==> src/rtl/fanin_merge_pkg.sv <==
// Shared constants and types for the fan-in round-robin merge.
package fanin_merge_pkg;

  localparam int unsigned NUM_IN_DEF = 4;
  localparam int unsigned DATA_W_DEF = 17;
  localparam int unsigned FIFO_DEPTH = 2;

  typedef logic [$clog2(NUM_IN_DEF)-1:0] idx_t;
  typedef logic [1:0]                    fifo_cnt_t;

  // The top payload bit carries the stream last/stop flag.
  function automatic int unsigned last_bit(input int unsigned data_w);
    return data_w - 1;
  endfunction

endpackage

==> src/rtl/rr_arbiter.sv <==
// Combinational round-robin pick: first set request at or after ptr_i, cyclic ascending.
module rr_arbiter #(
  parameter int unsigned NUM_IN = 4,
  parameter int unsigned IDX_W  = 2
) (
  input  logic [NUM_IN-1:0] req_i,
  input  logic [IDX_W-1:0]  ptr_i,
  output logic [NUM_IN-1:0] gnt_o,
  output logic [IDX_W-1:0]  gnt_idx_o,
  output logic              valid_o
);

  int unsigned idx;

  always_comb begin
    gnt_o     = '0;
    gnt_idx_o = '0;
    valid_o   = 1'b0;
    idx       = 0;
    for (int unsigned k = 0; k < NUM_IN; k++) begin
      idx = (k + 32'(ptr_i)) % NUM_IN;
      if (!valid_o && req_i[idx]) begin
        gnt_o[idx] = 1'b1;
        gnt_idx_o  = IDX_W'(idx);
        valid_o    = 1'b1;
      end
    end
  end

endmodule

==> src/rtl/fanin_merge_rr.sv <==
// Merges NUM_IN valid/data streams into one through a round-robin arbiter and a 2-entry skid FIFO.
// Optional FANIN_MERGE_LAST_LOCK_EN holds the grant on one source until its last-flagged beat.
module fanin_merge_rr
  import fanin_merge_pkg::*;
#(
  parameter int unsigned NUM_IN     = NUM_IN_DEF,
  parameter int unsigned DATA_W     = DATA_W_DEF,
  parameter int unsigned FIFO_DEPTH = fanin_merge_pkg::FIFO_DEPTH
) (
  input  logic                       clk,
  input  logic                       reset,
  input  logic [NUM_IN-1:0]          in_en,
  input  logic [NUM_IN-1:0]          in_valid,
  input  logic [NUM_IN*DATA_W-1:0]   in_data,
  output logic [NUM_IN-1:0]          in_ready,
  output logic                       out_valid,
  output logic [DATA_W-1:0]          out_data,
  input  logic                       out_ready,
  output logic [$clog2(NUM_IN)-1:0]  grant_idx
);

  localparam int unsigned IdxW    = $clog2(NUM_IN);
  localparam int unsigned LastBit = last_bit(DATA_W);

  fifo_cnt_t         count_q, count_d;
  logic [DATA_W-1:0] mem_q [2];
  logic [DATA_W-1:0] mem_d [2];
  logic [IdxW-1:0]   ptr_q, ptr_d;
  logic [IdxW-1:0]   gidx_q, gidx_d;

  logic [NUM_IN-1:0] req, req_arb, gnt;
  logic [IdxW-1:0]   gnt_idx;
  logic              gnt_valid, can_push, push, pop;
  logic [DATA_W-1:0] push_data;

  assign req = in_en & in_valid;

`ifdef FANIN_MERGE_LAST_LOCK_EN
  logic            lock_q, lock_d;
  logic [IdxW-1:0] lock_idx_q, lock_idx_d;
  logic            lock_act;

  // A holder that loses its enable no longer masks the others.
  assign lock_act = lock_q & in_en[lock_idx_q];
  assign req_arb  = lock_act ? (req & (NUM_IN'(1) << lock_idx_q)) : req;
`else
  assign req_arb  = req;
`endif

  rr_arbiter #(
    .NUM_IN(NUM_IN),
    .IDX_W (IdxW)
  ) u_arb (
    .req_i    (req_arb),
    .ptr_i    (ptr_q),
    .gnt_o    (gnt),
    .gnt_idx_o(gnt_idx),
    .valid_o  (gnt_valid)
  );

  // Push is blocked at full even if a pop happens, keeping in_ready off the out_ready path.
  assign can_push  = (count_q != fifo_cnt_t'(FIFO_DEPTH)) & ~reset;
  assign in_ready  = gnt & {NUM_IN{can_push}};
  assign push      = gnt_valid & can_push;
  assign push_data = in_data[gnt_idx*DATA_W +: DATA_W];
  assign out_valid = (count_q != '0);
  assign out_data  = mem_q[0];
  assign pop       = out_valid & out_ready;
  assign grant_idx = gidx_q;

  // Entries beyond count are kept at zero so the head reads zero when empty.
  always_comb begin
    count_d = count_q;
    mem_d   = mem_q;
    ptr_d   = ptr_q;
    gidx_d  = gidx_q;
    if (push) begin
      ptr_d  = (gnt_idx == IdxW'(NUM_IN - 1)) ? '0 : gnt_idx + 1'b1;
      gidx_d = gnt_idx;
    end
    unique case ({push, pop})
      2'b10: begin
        if (count_q == '0) mem_d[0] = push_data;
        else               mem_d[1] = push_data;
        count_d = count_q + 1'b1;
      end
      2'b01: begin
        mem_d[0] = mem_q[1];
        mem_d[1] = '0;
        count_d  = count_q - 1'b1;
      end
      2'b11: mem_d[0] = push_data;
      default: ;
    endcase
  end

`ifdef FANIN_MERGE_LAST_LOCK_EN
  always_comb begin
    lock_d     = lock_q;
    lock_idx_d = lock_idx_q;
    if (push) begin
      lock_d     = ~push_data[LastBit];
      lock_idx_d = gnt_idx;
    end else if (lock_q && !in_en[lock_idx_q]) begin
      lock_d = 1'b0;
    end
  end

  always_ff @(posedge clk) begin
    if (reset) begin
      lock_q     <= 1'b0;
      lock_idx_q <= '0;
    end else begin
      lock_q     <= lock_d;
      lock_idx_q <= lock_idx_d;
    end
  end
`endif

  always_ff @(posedge clk) begin
    if (reset) begin
      count_q <= '0;
      mem_q   <= '{default: '0};
      ptr_q   <= '0;
      gidx_q  <= '0;
    end else begin
      count_q <= count_d;
      mem_q   <= mem_d;
      ptr_q   <= ptr_d;
      gidx_q  <= gidx_d;
    end
  end

endmodule
==> config.mk <==
export PLATFORM = sky130hd
export DESIGN_NAME = fanin_merge_rr
export DESIGN_NICKNAME = d
export VERILOG_FILES = /design/src/rtl/fanin_merge_pkg.sv /design/src/rtl/rr_arbiter.sv /design/src/rtl/fanin_merge_rr.sv
export SDC_FILE = /design/constraint.sdc
export NUM_CORES = 1
export LEC_CHECK = 0
export BUFFER_PORTS_ARGS = -buffer_cell sky130_fd_sc_hd__buf_2
export CORE_ASPECT_RATIO = 1.1
export CORE_MARGIN = 3
export CORE_UTILIZATION = 50
export CTS_CLUSTER_SIZE = 8
export DETAILED_ROUTE_END_ITERATION = 8
export MAX_ROUTING_LAYER = met4
export PLACE_DENSITY = 0.9
export SETUP_SLACK_MARGIN = 0.3
export SLEW_MARGIN = 20
export SYNTH_ARGS = -nofsm -noshare
export SYNTH_HDL_FRONTEND = slang
export SYNTH_SLANG_ARGS = --single-unit
export TNS_END_PERCENT = 20
==> constraint.sdc <==
create_clock -name clk -period 3.2 [get_ports clk]
set_input_delay 0.32 -clock clk [delete_from_list [all_inputs] [get_ports clk]]
set_output_delay 0.32 -clock clk [all_outputs]
set_load 0.005 [all_outputs]
==> qor.csv <==
metric,value,unit
yosysWarnings,0,
die_w,76.9,um
wl_per_cell,15.3,um
row_count,27,
place_congestion,0.984,
clk_pin_slew,80,ps
cts.sink_count,40,
min_path_cells,2,
drive_above_1_share,35.7,%
setup_viol,0,
cts_buffers,5,
hold_class,flop to flop,
clk_latency,290,ps
ys_top_cells_by_area,"dfxtp_1 29%, mux2i_1 16%, buf_4 5.2%",
synth.avg_cell_area,8.87,um2
antenna_found_initial,0,
die-area,0.00646,mm2
drt-met1-wl,2920,um
drt-vias-per-instance,5.61,
min_period,2710,ps
grt_max_degree,37,
crit_family,compound AO/OA/AOI/OAI gates,
drc,0,
power.leakage,0.00158,uW
critPathLaunchType,flop,
cts_hold_buf,0,
grt_pass1_wl,11800,um
first_global_vias,2639,
clock_skew,6.88,ps
slew_violations,0,
cts_resized,2,
r2r_setup_slack,500,ps
pre_cts_slack,234,ps
critical-path-max-stage-delay,430,ps
final_cell_mix,"102 x buf_2, 45 x mux2i_1, 39 x dfxtp_1",
yosys.area.top_type,dfxtp_1,
die_h,84.0,um
dp_hpwl,5160,um
dp_cells,457,
placed_area,0.00323,mm2
start_util,53.5,%
coreArea,0.00517,mm2
syn_inst,312,
max_slew_margin,49.2,%
power_density,734,mW/mm2
fmax,0.369,GHz
drt_first_pass_iters,4,
ys_types,42,
cts_tree,done,
syn_nets,402,
io_pins,103,
cts-root-buf,clkbuf_8,
nets,482,
crit_type,flop to output port,
period_share,84.6,%
cp_slowest_cell,dfxtp_4,
synth_ff_type,dfxtp_1,
crit_path_end_kind,output port,
tns,0,ps
cp.arrival,2390,ps
vias,2601,
cp_num_cells,7,
synth_top_area_share,28.9,%
synth_edf_count,0,
final_area,0.00335,mm2
ant_nets,0,
maxCapViolCount,0,
grt_setup_unrepaired,yes,
wl_met2,3600,um
drtIter0Drc,270,
syn_area,0.00277,mm2
wirelength,7090,um
routed.top_layer,met4,
cts.htree.levels,2,
antenna_cells,0,
async_flop_share,0,%
ys_seq_area_share,28.9,%
final_hold_viol_count,0,
clk_path_buf_depth,2,
reg2reg_depth,10,
fin_ws,493,ps
cts_setup_buffers,0,
cp_num_buf_inv,2,
vdd_ir_drop_max,0.442,mV
critPathMaxFanout,10,
tightestPinTransition,760,ps
final_cells,464,
grt.overflow.total,0,
grtUsageTotal,22.7,%
path_cells,inv_1 > ha_2 > mux4_2 > a311oi_4 > a222oi_1 > a21oi_1 > buf_2,
ys_ff_latch,40,
final_common_cell,buf_2,
area_delta_synth_final,20.9,%
status,"complete, no violations",
dr_wl_met3,484,um
numPortBuffers,102,
cp_data_required_time,2880,ps
final timing paths:
check / startpoint / endpoint
max: ptr_q[1] / in_ready[3]
min: mem_q[12] / mem_q[12]
max reg2reg: ptr_q[1] / mem_q[14]
min reg2reg: mem_q[12] / mem_q[12]
power breakdown:
group,total [uW],internal [uW],leakage [uW],switching [uW]
Sequential,740,650,0.000327,90.4
Combinational,1390,635,0.00121,756
Clock,324,148,0.0000400,176
registers in the layout (all words and copies together) (netlist names):
signal     count
count_q        2
grant_idx      2
mem_q         17
out_data      17
ptr_q          2
Yosys cell counts (3+ instances only):
library cell,instances
mux2i_1,45
dfxtp_1,40
nand2_1,36
a21oi_1,25
buf_4,19
nand3_1,12
a22o_1,11
a31o_1,11
ha_1,11
nor2_1,11
clkbuf_1,10
inv_1,7
and3_1,6
buf_2,6
mux2_4,6
o21ai_0,6
o22ai_1,6
o31ai_1,6
a222oi_1,4
buf_6,3
worst register-to-register path, stage by stage (launching register included):
cell and delay [ps]:
dfxtp_4 430, inv_1 120, ha_2 410, nor2_1 60, and4_1 200, a41oi_1 190, nand2_1 190, o31ai_4 260
buf_6 230, mux2_4 320, o31ai_1 200
final cells by class:
class / instances / area [um2]
fill: 417 / 1820
tap: 72 / 90.1
inverter: 7 / 26.3
timing repair buffer: 112 / 602
clock buffer: 5 / 68.8
sequential: 40 / 805
clock inverter: 2 / 12.5
multi-input combinational: 226 / 1740
cell families (layout without fill, tap and decap cells):
kind of cell    after synthesis  after routing  share of synthesized area [%]
fa+ha+maj                    11             11                           4.98
buf+inv                      46            126                           9.91
flops                        40             40                           28.9
xor+xnor                      2              2                          0.633
mux                          54             54                           21.6
compound gates               80             80                           20.4
simple gates                 79             79                           13.6
through the flow:
step,power [uW],utilization [%],hold slack [ps]
after floorplan,1790,-,417
after global placement,2050,62.6,425
after detailed placement,2100,62.6,438
after CTS,2430,64.3,456
after global routing,2630,64.7,480
final,2460,64.7,456
layer usage:
layer,track usage [%],up-vias
li1,-,1285
met5,-,-
met3,4.97,10
met4,7.91,0
met1,25.5,1197
met2,39.3,109
Note: power is estimated with default switching activity, not from simulation.
